<file path="src/rtl/axi4_lite_pkg.sv">
// ============================================================================
// Module  : axi4_lite_pkg
// Brief   : Shared AXI4-Lite types, master FSM states and protection default.
// Rev     : 1.0 - initial release
// ============================================================================
`default_nettype none

package axi4_lite_pkg;

  typedef enum logic [1:0] {
    OKAY   = 2'b00,
    EXOKAY = 2'b01,
    SLVERR = 2'b10,
    DECERR = 2'b11
  } axi_resp_e;

  typedef enum logic [2:0] {
    ST_IDLE    = 3'd0,
    ST_WR_REQ  = 3'd1,
    ST_WR_RESP = 3'd2,
    ST_RD_REQ  = 3'd3,
    ST_RD_RESP = 3'd4,
    ST_RSP     = 3'd5
  } axim_state_e;

  localparam logic [2:0] AXI_PROT_DEFAULT = 3'b000;

  // Error responses are exactly those with RESP[1] set.
  function automatic logic resp_is_err(input axi_resp_e resp);
    return (resp == SLVERR) || (resp == DECERR);
  endfunction

endpackage

`default_nettype wire

</file>
<file path="src/rtl/axi4_lite_master.sv">
// ============================================================================
// Module  : axi4_lite_master
// Brief   : Single-outstanding AXI4-Lite initiator driven by a cmd/rsp port.
//           Optional macro AXIM_WSTRB_EN adds the i_cmd_wstrb port.
// Rev     : 1.0 - initial release
// ============================================================================
`default_nettype none

module axi4_lite_master
  import axi4_lite_pkg::*;
#(
  parameter int ADDR_W = 32,
  parameter int DATA_W = 32
) (
  input  logic              ACLK,
  input  logic              ARSTn,
  // command / response
  input  logic              i_cmd_valid,
  output logic              o_cmd_ready,
  input  logic              i_cmd_write,
  input  logic [ADDR_W-1:0] i_cmd_addr,
  input  logic [DATA_W-1:0] i_cmd_wdata,
`ifdef AXIM_WSTRB_EN
  input  logic [3:0]        i_cmd_wstrb,
`endif
  output logic              o_rsp_valid,
  output logic [DATA_W-1:0] o_rsp_rdata,
  output logic              o_rsp_err,
  // write address
  output logic [ADDR_W-1:0] AWADDR,
  output logic [2:0]        AWPROT,
  output logic              AWVALID,
  input  logic              AWREADY,
  // write data
  output logic [DATA_W-1:0] WDATA,
  output logic [3:0]        WSTRB,
  output logic              WVALID,
  input  logic              WREADY,
  // write response
  input  logic [1:0]        BRESP,
  input  logic              BVALID,
  output logic              BREADY,
  // read address
  output logic [ADDR_W-1:0] ARADDR,
  output logic [2:0]        ARPROT,
  output logic              ARVALID,
  input  logic              ARREADY,
  // read data
  input  logic [DATA_W-1:0] RDATA,
  input  logic [1:0]        RRESP,
  input  logic              RVALID,
  output logic              RREADY
);

  if (DATA_W != 32) begin : g_bad_data_w
    $error("axi4_lite_master: DATA_W must be 32");
  end

  axim_state_e       state_q, state_d;
  logic [ADDR_W-1:0] addr_q, addr_d;
  logic [DATA_W-1:0] wdata_q, wdata_d;
  logic              awvalid_q, awvalid_d;
  logic              wvalid_q, wvalid_d;
  logic              aw_done_q, aw_done_d;
  logic              w_done_q, w_done_d;
  logic              bready_q, bready_d;
  logic              arvalid_q, arvalid_d;
  logic              rready_q, rready_d;
  logic              rsp_valid_q, rsp_valid_d;
  logic [DATA_W-1:0] rsp_rdata_q, rsp_rdata_d;
  logic              rsp_err_q, rsp_err_d;
`ifdef AXIM_WSTRB_EN
  logic [3:0]        wstrb_q, wstrb_d;
`endif

  always_comb begin
    state_d     = state_q;
    addr_d      = addr_q;
    wdata_d     = wdata_q;
    awvalid_d   = awvalid_q;
    wvalid_d    = wvalid_q;
    aw_done_d   = aw_done_q;
    w_done_d    = w_done_q;
    bready_d    = 1'b0;
    arvalid_d   = arvalid_q;
    rready_d    = 1'b0;
    rsp_valid_d = 1'b0;
    rsp_rdata_d = rsp_rdata_q;
    rsp_err_d   = rsp_err_q;
`ifdef AXIM_WSTRB_EN
    wstrb_d     = wstrb_q;
`endif

    case (state_q)
      ST_IDLE: begin
        if (i_cmd_valid) begin
          addr_d  = i_cmd_addr;
          wdata_d = i_cmd_wdata;
`ifdef AXIM_WSTRB_EN
          wstrb_d = i_cmd_wstrb;
`endif
          if (i_cmd_write) begin
            awvalid_d = 1'b1;
            wvalid_d  = 1'b1;
            aw_done_d = 1'b0;
            w_done_d  = 1'b0;
            state_d   = ST_WR_REQ;
          end else begin
            arvalid_d = 1'b1;
            state_d   = ST_RD_REQ;
          end
        end
      end

      // AW and W complete independently; B waits for both.
      ST_WR_REQ: begin
        if (awvalid_q && AWREADY) begin
          awvalid_d = 1'b0;
          aw_done_d = 1'b1;
        end
        if (wvalid_q && WREADY) begin
          wvalid_d = 1'b0;
          w_done_d = 1'b1;
        end
        if (aw_done_d && w_done_d) begin
          bready_d = 1'b1;
          state_d  = ST_WR_RESP;
        end
      end

      ST_WR_RESP: begin
        if (BVALID) begin
          rsp_err_d   = resp_is_err(axi_resp_e'(BRESP));
          rsp_rdata_d = '0;
          rsp_valid_d = 1'b1;
          state_d     = ST_RSP;
        end else begin
          bready_d = 1'b1;
        end
      end

      ST_RD_REQ: begin
        if (ARREADY) begin
          arvalid_d = 1'b0;
          rready_d  = 1'b1;
          state_d   = ST_RD_RESP;
        end
      end

      ST_RD_RESP: begin
        if (RVALID) begin
          rsp_err_d   = resp_is_err(axi_resp_e'(RRESP));
          rsp_rdata_d = RDATA;
          rsp_valid_d = 1'b1;
          state_d     = ST_RSP;
        end else begin
          rready_d = 1'b1;
        end
      end

      ST_RSP: begin
        state_d = ST_IDLE;
      end

      default: begin
        state_d = ST_IDLE;
      end
    endcase
  end

  always_ff @(posedge ACLK) begin
    if (!ARSTn) begin
      state_q     <= ST_IDLE;
      addr_q      <= '0;
      wdata_q     <= '0;
      awvalid_q   <= 1'b0;
      wvalid_q    <= 1'b0;
      aw_done_q   <= 1'b0;
      w_done_q    <= 1'b0;
      bready_q    <= 1'b0;
      arvalid_q   <= 1'b0;
      rready_q    <= 1'b0;
      rsp_valid_q <= 1'b0;
      rsp_rdata_q <= '0;
      rsp_err_q   <= 1'b0;
`ifdef AXIM_WSTRB_EN
      wstrb_q     <= 4'h0;
`endif
    end else begin
      state_q     <= state_d;
      addr_q      <= addr_d;
      wdata_q     <= wdata_d;
      awvalid_q   <= awvalid_d;
      wvalid_q    <= wvalid_d;
      aw_done_q   <= aw_done_d;
      w_done_q    <= w_done_d;
      bready_q    <= bready_d;
      arvalid_q   <= arvalid_d;
      rready_q    <= rready_d;
      rsp_valid_q <= rsp_valid_d;
      rsp_rdata_q <= rsp_rdata_d;
      rsp_err_q   <= rsp_err_d;
`ifdef AXIM_WSTRB_EN
      wstrb_q     <= wstrb_d;
`endif
    end
  end

  // Ready is forced low while reset is asserted, not just after it lands.
  assign o_cmd_ready = (state_q == ST_IDLE) && ARSTn;
  assign o_rsp_valid = rsp_valid_q;
  assign o_rsp_rdata = rsp_rdata_q;
  assign o_rsp_err   = rsp_err_q;

  assign AWADDR  = addr_q;
  assign AWPROT  = AXI_PROT_DEFAULT;
  assign AWVALID = awvalid_q;
  assign WDATA   = wdata_q;
  assign WVALID  = wvalid_q;
  assign BREADY  = bready_q;
  assign ARADDR  = addr_q;
  assign ARPROT  = AXI_PROT_DEFAULT;
  assign ARVALID = arvalid_q;
  assign RREADY  = rready_q;

`ifdef AXIM_WSTRB_EN
  assign WSTRB = wstrb_q;
`else
  assign WSTRB = 4'hF;
`endif

endmodule

`default_nettype wire
</file>
<file path="config.mk">
export PLATFORM = sky130hd
export DESIGN_NAME = axi4_lite_master
export DESIGN_NICKNAME = d
export VERILOG_FILES = /design/src/rtl/axi4_lite_pkg.sv /design/src/rtl/axi4_lite_master.sv
export SDC_FILE = /design/constraint.sdc
export NUM_CORES = 1
export LEC_CHECK = 0
export BUFFER_PORTS_ARGS = -buffer_cell sky130_fd_sc_hd__buf_2
export CAP_MARGIN = 20
export CORE_ASPECT_RATIO = 0.75
export CORE_MARGIN = 1.5
export CORE_UTILIZATION = 48
export DETAILED_ROUTE_END_ITERATION = 8
export GPL_ROUTABILITY_DRIVEN = 0
export GPL_TIMING_DRIVEN = 0
export PLACE_DENSITY = 0.85
export SLEW_MARGIN = 25
export SYNTH_ARGS = -nofsm -noshare
export SYNTH_HDL_FRONTEND = slang
export SYNTH_SLANG_ARGS = --single-unit
</file>
<file path="constraint.sdc">
create_clock -name ACLK -period 2.1 [get_ports ACLK]
set_input_delay 0.42 -clock ACLK [delete_from_list [all_inputs] [get_ports ACLK]]
set_output_delay 0.42 -clock ACLK [all_outputs]
set_load 0.1 [all_outputs]
</file>
==> flow_summary.json <==
{
  "dr_total_vias": 4458,
  "post-route-min-period_ns": 1.978,
  "crit_fanout": 10,
  "finalMaxSlewViolations": 0,
  "cts_resized": 0,
  "fin_nets": 906,
  "cts_root_buf": "clkbuf_16",
  "synthArstFlopShare_pct": 0,
  "min_path_type": "input pin to register",
  "cellLeakagePower_nw": 3.145,
  "cts.sinks": 108,
  "outcome": "finished clean",
  "cts_inserted_buffers": 9,
  "path_class": "register to output pin",
  "path_delay_family": "buffers and inverters",
  "synthFlopType": "dfxtp_1",
  "cts_max_level": 3,
  "dieWidth_um": 117.7,
  "rsz0062_at_grt": "false",
  "post_cts_buffers": 0,
  "grt_pass1_vias": 4072,
  "max-clock-path-buffers": 2,
  "setup.worst_path.end_class": "output pin",
  "vias_per_cell": 4.773,
  "fill_cells": 798,
  "io_buffer_count": 241,
  "design.core.area_um2": 9619,
  "avgSynthCellArea_um2": 8.824,
  "ir_drop_uv": 885.8,
  "synth_cells": 537,
  "drc": 0,
  "clk_pin_slew_ns": 0.07,
  "period_share_pct": 94.20,
  "yosysMostFrequentCell": "nand2_1",
  "overflow": 0,
  "crit_arrival_ns": 1.56,
  "place_hpwl_um": 10050,
  "critPathLaunchType": "register",
  "grt_pass1_wl_um": 19600,
  "die_area_um2": 10480,
  "drtIter0Drc": 223,
  "post_drt_wl_per_cell_um": 13.74,
  "seq_area_frac_synth_pct": 45.63,
  "drtPass1Iterations": 5,
  "worst_slew_pin_slew_ns": 0.6028,
  "critPathMaxStageDelay_ns": 0.35,
  "synth_common_cells": "nand2_1 (169), dfxtp_1 (108), a21boi_1 (50), buf_4 (48), a21boi_0 (39)",
  "cp_slowest_cell": "clkbuf_4",
  "cp_num_buf_inv": 2,
  "syn_to_final_growth_pct": 36.60,
  "clk_latency_ns": 0.35,
  "route.final.wire_length_um": 12830,
  "syn-cell-area_um2": 4738,
  "synth_edf_count": 0,
  "drive_gt1_share_pct": 43.39,
  "antenna_found_initial": 0,
  "die_h_um": 89.05,
  "cap_violations": 0,
  "synth_largest_area_cell": "dfxtp_1",
  "tritoncts": "built",
  "placed_area_um2": 6151,
  "synthTopCellsByArea": "dfxtp_1 (46%), nand2_1 (13%), a21boi_1 (7.9%)",
  "std_cell_rows": 31,
  "ys_seq_elements": 108,
  "synth_top_area_share_pct": 45.63,
  "postRouteAntennaNets": 0,
  "initial_core_util_pct": 49.26,
  "grt_max_degree": 17,
  "holdBufCountCts": 0,
  "antenna_cells": 0,
  "ys_warn_count": 0,
  "hold_viol_final": 0,
  "worstPathCellList": "buf_6, nand2b_1, nor3_4, clkbuf_4",
  "holdWs_ns": 0.3032,
  "fmax_mhz": 505.5,
  "tns_ns": 0,
  "clock_skew_ns": 0.007546,
  "grt_usage_pct": 23.52,
  "required_ns": 1.68,
  "power_density_nw_per_um2": 1504,
  "timing.slew.headroom_pct": 59.68,
  "synth.distinct_cells": 41,
  "setup_viol": 0,
  "pin_count": 255,
  "postLayoutCellArea_um2": 6472
}
[tightest hold or removal path, cell delays in order]
cell	delay, ns
buf_2	0.09
nand2_1	0.04
a21boi_1	0.05
[metal layers]
metal  GRT usage [%]  vias to the layer above  wire, um
met2           43.12                      161      6635
met4           7.761                        0       177
met3           6.633                       17       803
met1           27.11                     2046      5217
li1                -                     2234         -
met5               0                        -         0
[metrics by stage]
step / setup WS, ns / util [%] / total power, mW / instances
2_1_floorplan: 0.2136 / - / 7.116 / 545
3_3_place_gp: 0.2539 / 63.94 / 7.894 / 918
3_5_place_dp: 0.2549 / 63.94 / 7.982 / 918
4_1_cts: 0.01137 / 67.26 / 9.784 / 934
5_1_grt: 0.05096 / 67.29 / 10.13 / 934
6_report: 0.1218 / 67.29 / 9.733 / 934
[worst paths after layout]
| kind | start | end | slack (ns) | cells after the start |
|---|---|---|---|---|
| worst max-delay path | state_q[2]$_SDFFE_PN0P_ | o_cmd_ready | 0.12 | 4 |
| worst max register to register | state_q[0]$_SDFFE_PN0P_ | WDATA[18]$_SDFFE_PN0P_ | 0.54 | 5 |
| worst min-delay path | i_cmd_addr[21] | ARADDR[21]$_SDFFE_PN0P_ | 0.30 | 3 |
| worst min register to register | o_rsp_rdata[26]$_SDFFE_PN0P_ | o_rsp_rdata[26]$_SDFFE_PN0P_ | 0.45 | 2 |
[cell families (layout without fill, tap and decap cells)]
family	count (synthesis)	in the layout	synth area share (%)
compound gates	116	116	19.38
buf+inv	84	341	13.26
flops	108	108	45.63
mux	3	3	0.6338
other cells	2	10	0.1585
simple gates	224	224	20.94
[final cells by class]
cell class / instances / area (um2) / area share, %
Buffer: 81 / 616.8 / 9.530
Clock buffer: 12 / 246.5 / 3.808
Clock inverter: 4 / 72.57 / 1.121
Inverter: 3 / 11.26 / 0.1740
Multi-Input combinational cell: 353 / 1989 / 30.74
Sequential cell: 108 / 2162 / 33.40
Tap cell: 132 / 165.2 / 2.552
Timing Repair Buffer: 241 / 1209 / 18.67
[cell usage in the layout, fill, tap and decap left out, drive strengths merged, types with 2 or more instances in the layout]
cell,count
nor4,2
buf,309
nand3b,2
dfxtp,108
nand2b,3
inv,3
a21oi,4
o21a,2
nand2,169
nand3,34
bufinv,2
nor3,3
clkbuf,25
conb,10
nand4,2
o211ai,2
a21boi,99
mux2i,3
nor2,4
and2,2
[registers in the layout, summed over array words and instances, names as in the netlist]
name	cells
ARADDR	32
ARVALID	1
AWVALID	1
BREADY	1
RREADY	1
WDATA	32
WVALID	1
aw_done_q	1
o_rsp_err	1
o_rsp_rdata	32
o_rsp_valid	1
state_q	3
w_done_q	1
[power by group]
| part | internal, mW | total, mW | switching, mW | leakage, nW |
|---|---|---|---|---|
| Sequential | 2.35 | 2.54 | 0.188 | 0.880 |
| Combinational | 1.16 | 5.38 | 4.22 | 2.11 |
| Clock | 1.08 | 1.81 | 0.732 | 0.153 |
| Total | 4.59 | 9.73 | 5.14 | 3.15 |
(Power assumes the default switching activity.)
